### src/rtl/flaf_trial_sequencer.sv
// Trial sequencer for the FLAF adaptation datapath: resets the filter, streams
// NUM (x,d) samples into it, realigns the filter error by its latency and
// reports completion, underrun or abort.
`timescale 1ns/1ps

module flaf_trial_sequencer #(
    parameter int unsigned WIDTH   = 16,
    parameter int unsigned LAT     = 6,
    parameter int unsigned RST_CYC = 2,
    parameter int unsigned CNT_W   = 16
) (
    input  logic             clk,
    input  logic             reset,
    input  logic             start,
    input  logic             abort,
    input  logic [CNT_W-1:0] num_samples,
    input  logic             s_valid,
    output logic             s_ready,
    input  logic [WIDTH-1:0] s_x,
    input  logic [WIDTH-1:0] s_d,
    output logic             flt_reset,
    output logic [WIDTH-1:0] flt_signal_in,
    output logic [WIDTH-1:0] flt_desired_in,
    input  logic [WIDTH-1:0] flt_error,
    output logic             err_valid,
    output logic [WIDTH-1:0] err_data,
    output logic             busy,
    output logic             done,
    output logic             underrun
);

    localparam int unsigned RST_W = (RST_CYC > 1) ? $clog2(RST_CYC) : 1;

    typedef enum logic [2:0] {
        S_IDLE,
        S_RST,
        S_RUN,
        S_FLUSH,
        S_DONE
    } state_t;

    state_t             state;
    logic [CNT_W-1:0]   num;
    logic [CNT_W-1:0]   acc_cnt;
    logic [CNT_W-1:0]   err_cnt;
    logic [RST_W-1:0]   rst_cnt;
    // vpipe[k] set: the filter input driven k cycles ago was a real sample
    logic [LAT:0]       vpipe;
    logic               hs;

    // Sample handshake; s_ready is only ever high while in RUN
    assign hs = (state == S_RUN) && s_ready && s_valid;

    // Trial FSM, filter input registers, error alignment pipe and counters
    always_ff @(posedge clk) begin
        if (reset) begin
            state          <= S_IDLE;
            flt_reset      <= 1'b1;
            s_ready        <= 1'b0;
            flt_signal_in  <= '0;
            flt_desired_in <= '0;
            err_valid      <= 1'b0;
            err_data       <= '0;
            busy           <= 1'b0;
            done           <= 1'b0;
            underrun       <= 1'b0;
            num            <= '0;
            acc_cnt        <= '0;
            err_cnt        <= '0;
            rst_cnt        <= '0;
            vpipe          <= '0;
        end else begin
            done           <= 1'b0;
            flt_signal_in  <= hs ? s_x : '0;
            flt_desired_in <= hs ? s_d : '0;
            vpipe          <= {vpipe[LAT-1:0], hs};
            err_valid      <= vpipe[LAT];
            if (vpipe[LAT]) begin
                err_data <= flt_error;
            end
            if (err_valid) begin
                err_cnt <= err_cnt + CNT_W'(1);
            end

            case (state)
                S_IDLE: begin
                    flt_reset <= 1'b1;
                    s_ready   <= 1'b0;
                    if (start && !abort) begin
                        num      <= num_samples;
                        underrun <= 1'b0;
                        acc_cnt  <= '0;
                        err_cnt  <= '0;
                        rst_cnt  <= '0;
                        busy     <= 1'b1;
                        state    <= S_RST;
                    end
                end
                S_RST: begin
                    if (rst_cnt == RST_W'(RST_CYC - 1)) begin
                        if (num == '0) begin
                            state <= S_DONE;
                            done  <= 1'b1;
                        end else begin
                            state     <= S_RUN;
                            flt_reset <= 1'b0;
                            s_ready   <= 1'b1;
                        end
                    end else begin
                        rst_cnt <= rst_cnt + RST_W'(1);
                    end
                end
                S_RUN: begin
                    if (hs) begin
                        acc_cnt <= acc_cnt + CNT_W'(1);
                        if (acc_cnt + CNT_W'(1) == num) begin
                            state   <= S_FLUSH;
                            s_ready <= 1'b0;
                        end
                    end else if (s_ready) begin
                        // Filter cannot stall: a gap kills the trial
                        underrun  <= 1'b1;
                        state     <= S_IDLE;
                        s_ready   <= 1'b0;
                        busy      <= 1'b0;
                        flt_reset <= 1'b1;
                        vpipe     <= '0;
                        err_valid <= 1'b0;
                    end
                end
                S_FLUSH: begin
                    if (err_valid && (err_cnt + CNT_W'(1) == num)) begin
                        state     <= S_DONE;
                        done      <= 1'b1;
                        flt_reset <= 1'b1;
                    end
                end
                S_DONE: begin
                    state <= S_IDLE;
                    busy  <= 1'b0;
                end
                default: begin
                    state <= S_IDLE;
                end
            endcase

            // Abort overrides everything above outside IDLE
            if (abort && (state != S_IDLE)) begin
                state          <= S_IDLE;
                s_ready        <= 1'b0;
                busy           <= 1'b0;
                done           <= 1'b0;
                flt_reset      <= 1'b1;
                flt_signal_in  <= '0;
                flt_desired_in <= '0;
                vpipe          <= '0;
                err_valid      <= 1'b0;
            end
        end
    end

endmodule
### config.mk
export PLATFORM = sky130hd
export DESIGN_NAME = flaf_trial_sequencer
export DESIGN_NICKNAME = d
export VERILOG_FILES = /design/src/rtl/flaf_trial_sequencer.sv
export SDC_FILE = /design/constraint.sdc
export NUM_CORES = 1
export LEC_CHECK = 0
export CORE_ASPECT_RATIO = 1.5
export CORE_UTILIZATION = 50
export CTS_CLUSTER_SIZE = 40
export DETAILED_ROUTE_END_ITERATION = 16
export PLACE_DENSITY = 0.78
export SKIP_LAST_GASP = 1
export SLEW_MARGIN = 20
export SYNTH_ARGS = -nofsm -noshare
export SYNTH_HDL_FRONTEND = slang
export SYNTH_SLANG_ARGS = --single-unit
export TNS_END_PERCENT = 10
### constraint.sdc
create_clock -name clk -period 4.8 [get_ports clk]
set_input_delay 0.48 -clock clk [delete_from_list [all_inputs] [get_ports clk]]
set_output_delay 0.48 -clock clk [all_outputs]
set_load 0.005 [all_outputs]
## Word-level counts from Yosys, hierarchy flattened

Cells that the tools add are included.

- Output and inout port bits: 54
- Bits of input ports: 69
- Word-level logic and storage cells: 101
- Flip-flop bits (word level): 113

- Bitwise gates (word level): 1
- Reduce and logical (&&, ||, !) cells: 24
- Equality and inequality tests: 15
- $add $sub $neg: 3
- Multiplexer cells: 43

Operators by type and width:

| operator | number |
|---|---|
| 16-bit two-way mux | 5 |
| 16-bit by 1-bit adder with 16-bit output, second input constant | 2 |
| 16-bit == test | 2 |
| 16-bit one-hot mux with 2 select lines | 1 |
| 3-bit two-way mux | 7 |
| 7-bit two-way mux | 3 |
| 1-bit two-way mux | 20 |
| 16-bit zero test | 1 |
| 2-bit inequality test, second input constant | 7 |
| 3-bit one-hot mux with 4 select lines | 1 |
| 4-bit AND reduction | 3 |
| 3-bit nonzero test | 3 |
| 3-bit by 2-bit == test with 1-bit output, second input constant | 2 |
| 1-bit one-hot mux with 2 select lines | 3 |
| 1-bit one-hot mux with 3 select lines | 2 |
| 6-bit AND reduction | 1 |
| 1-bit logical AND | 5 |
| 5-bit AND reduction | 1 |
| 1-bit one-hot mux with 4 select lines | 1 |
| 2-bit AND reduction | 2 |
| 2-bit nonzero test | 2 |
| 4-bit nonzero test | 1 |
| 3-bit by 1-bit == test with 1-bit output, second input constant | 1 |
| 3-bit == test, second input constant | 1 |
| other kinds (9) | 9 |

## Logic depth before layout (Yosys ltp)

- Depth in word-level cells: 5
- Depth in mapped cells: 9
- Mapped depth without buffers: 8

## Worst setup path before layout

OpenSTA, ideal clock, no wires.

- Path type: reg2reg
- Start: register acc_cnt[1]
- End: register state[0]
- Stages on the path, launching flop included: 9
- Setup time: 86 ps
- Arrival time: 2264 ps
- Buffers on the path: 0
- Clock period less this slack: 2350 ps
- Slack: 2450 ps
- Required time: 4714 ps
- Path through: dfxtp_1 ha_1 nand4_1 nor4_1 xnor2_1 nand4_1 or3_1 o41a_1 a211oi_1

- Word-level cells in the longest chain between the ends: 4

Ends and longest elaborated chain:

| element | RTL line | text |
|---|---|---|
| from (decl) | 44 | `logic [CNT_W-1:0] acc_cnt;` |
| from (signal assigned) | 115 | `acc_cnt <= acc_cnt + CNT_W'(1);` |
| 16-bit by 1-bit adder with 16-bit output | 116 | `if (acc_cnt + CNT_W'(1) == num) begin` |
| 16-bit == test | 116 |  |
| 3-bit by 2-bit inequality test with 1-bit output (no source line) | - |  |
| 5-bit AND reduction (no source line) | - |  |
| to (signal assigned) | 117 | `state <= S_FLUSH;` |
| to (signal assigned) | 123 | `state <= S_IDLE;` |
| to (signal assigned) | 133 | `state <= S_DONE;` |
| to (decl) | 42 | `state_t state;` |

No other way between the ends.
A chain may end at the register's enable or synchronous reset.

## Worst setup path after layout

- Start: register acc_cnt[0]
- End: register state[0]

Same word-level chain as after synthesis.

==> metrics.md <==
| Metric | Value |
|---|---|
| Final Max Slew Viols | 0 |
| Cts hold-fix bufs | 0 |
| CP endpoint kind | flip-flop |
| DIE AREA | 10990 µm² |
| Top cell type's share of synthesized area | 42.81% |
| Final WS setup | 1875 ps |
| Die H | 127.9 µm |
| Kind of critical path | flip-flop to flip-flop |
| Area Overhead vs Synth | 34.67% |
| Clock slew at reported path FFs | 50 ps |
| Average wire per standard cell | 16.12 µm |
| Crit path time final | 2925 ps |
| Root Buffer | clkbuf_16 |
| Worst-Margin Slew | 972.1 ps |
| Yosys cell types | 59 |
| Port bufs | 122 |
| First-pass GRT wire length | 23180 µm |
| Clk_lat worst skew | 410 ps |
| Die width | 85.94 µm |
| Reg2reg start | acc_cnt[0]$_SDFFE_PP0P_ |
| WL final | 14150 µm |
| Synth Flop Type | dfxtp_1 |
| GRT Resource Usage Total | 27.16% |
| Worst hold start | vpipe[0]$_SDFF_PP0_ |
| Diodes inserted | 0 |
| Setup-failing EPs final | 0 |
| Final TNS setup | 0 ps |
| Clk buf depth | 2 |
| RSZ-0062 raised after global routing | false |
| Max_cap viols | 0 |
| Maximum net fanout on the critical path | 8 |
| Core area | 10190 µm² |
| Detailed Place HPWL | 10390 µm |
| # H-tree levels | 4 |
| Vias | 4927 |
| CTS tree | done |
| YS warnings | 0 |
| Clock buffers created by TritonCTS | 17 |
| Slew HR | 35.19% |
| Post-place setup slack | 1968 ps |
| Starting Density | 51.85% |
| Antenna Nets Post-Route | 0 |
| Arrival @ worst endpoint | 3230 ps |
| Area contributors post-synth | dfxtp_1 (43%), and2_1 (5.1%), nor2_1 (4.9%) |
| Syn avg cell area | 8.481 µm² |
| Worst vdd ir | 0.2733 mV |
| Worst path max stage delay | 500 ps |
| Clk_skew | 5.928 ps |
| Syn Nets | 694 |
| Vias in the first global route | 4921 |
| Initial DRC Count | 335 |
| Crit path required time | 5110 ps |
| Initial antenna violation count | 0 |
| Post-CTS Setup Bufs | 0 |
| Area leader, netlist | dfxtp_1 |
| Final Cycle Share | 60.94% |
| Fmax | 341.9 MHz |
| Min-delay worst type | flip-flop to flip-flop |
| Status | completed |
| Critical path cell sequence | ha_1 -> nand4_1 -> nor4_1 -> xnor2_1 -> nand4_1 -> or3_1 -> o41a_1 -> a211oi_1 |
| Ports | 123 |
| Synth async-reset ratio | 0% |
| # resized after CTS | 0 |
| 1st-pass router iterations | 5 |
| Synth top cells by count | dfxtp_1 (113), nor2_1 (69), nand2_1 (62), and2_1 (43), a21oi_1 (38) |
| Grt total ovfl | 0 |
| Post-Synthesis Cells | 623 |
| Sequential share of the synthesized area | 42.81% |
| Final Hold Viols | 0 |
| Yosys reg bits | 113 |
| Number of vias per cell | 5.612 |
| Lkg Pwr | 2.538 nW |
| Crit path max-delay cell type | nor4_1 |
| Clock net sink count | 113 |
| Layout cell share with drive strength beyond 1 | 6.242% |
| Post-Syn Area | 5284 µm² |
| GPL Wtd Cong | 0.9705 |
| # nets final | 795 |
| # DRC | 0 |
| Largest net degree at the start of global routing | 53 |
| Cell with the most instances after synthesis | dfxtp_1 |
| Crit path from | acc_cnt[0]$_SDFFE_PP0P_ |
| Number of enable flip-flop cells after synthesis | 0 |
| Startpoint Class | flip-flop |
| Most used cell, CP | nand4_1 |
| Row Count | 45 |
| Pwr Density | 336.9 nW/µm² |
## state kept, by name (all words and copies together) (netlist names)
name            count
flt_signal_in      16
err_valid           1
acc_cnt            16
state               3
flt_desired_in     16
err_data           16
err_cnt            16
num                16
done                1
busy                1
s_ready             1
flt_reset           1
underrun            1
rst_cnt             1
vpipe               7
## through the flow
step                utilization [%]  instance area, µm²  power, mW  hold slack (ps)  instances
floorplan                         -                5284      1.086            405.7        623
detailed placement            64.03                6525      1.177            415.2        846
global placement              64.03                6525      1.172            407.6        846
finish                        69.82                7116      2.397            425.1        878
global route                  69.82                7116      2.473            439.5        878
CTS                           69.82                7116      2.410            427.9        878
## final timing paths
check	depth (start not counted)	endpoint	slack, ps
max	8	state[0]$_SDFFE_PP0P_	1870
min	1	vpipe[1]$_SDFF_PP0_	430
max reg2reg	8	state[0]$_SDFFE_PP0P_	1870
min reg2reg	1	vpipe[1]$_SDFF_PP0_	430
## critical path: cells and delay by family, from the launching register on
kind / cells / cell delay [ps]
simple gates: 4 / 1240
compound gates: 2 / 580
flops: 1 / 480
fa+ha+maj: 1 / 330
xor+xnor: 1 / 210
## power breakdown
part	switching, mW	internal [mW]	leakage [nW]
Clock	0.446	0.791	0.275
Sequential	0.0234	0.952	0.912
Combinational	0.0853	0.100	1.35
## layout by cell type (no fill, tap or decap), types with 5 or more instances in the layout
| cell | Yosys | routed |
|---|---|---|
| nand2_1 | 62 | 62 |
| or3_1 | 6 | 6 |
| xnor2_1 | 28 | 28 |
| nor3_1 | 9 | 9 |
| a31oi_1 | 7 | 7 |
| nand4_1 | 22 | 22 |
| clkbuf_16 | 0 | 17 |
| a21oi_1 | 38 | 38 |
| a311oi_1 | 6 | 6 |
| and2_1 | 43 | 43 |
| nand2b_1 | 5 | 5 |
| clkinvlp_4 | 0 | 5 |
| inv_1 | 11 | 11 |
| o21ai_0 | 18 | 18 |
| dfxtp_1 | 113 | 113 |
| nor4_1 | 12 | 12 |
| nand3_1 | 16 | 16 |
| and4_1 | 5 | 5 |
| nor2_1 | 69 | 69 |
| xor2_1 | 24 | 24 |
| mux2i_1 | 17 | 17 |
| clkdlybuf4s50_1 | 0 | 121 |
## logic make-up (layout without fill, tap and decap cells)
family	after synthesis	in the layout	synth area share, %
DFF	113	113	42.81
AOI/OAI and AO/OA	113	113	14.02
xor gates and xnor gates	52	52	8.620
buffers and inverters	54	168	4.073
and+or+nand+nor	272	272	26.78
adders and majority gates	2	2	0.4735
muxes	17	17	3.220
## area by class of cell
class	instances	area, µm²
fill	808	3075
timing repair buffer	125	1239
multi-input combinational	456	2806
clock buffer	20	456.7
inverter	11	41.29
sequential	113	2262
tap	141	176.4
clock inverter	12	133.9
## per-layer routing
layer  track usage (%)  share of wire [%]
met4             14.80                3.6
met2             48.46                 52
met3             7.985                8.0
met1             28.16                 37
met5                 0                  0
No activity file was read; power rests on OpenSTA's default activity.
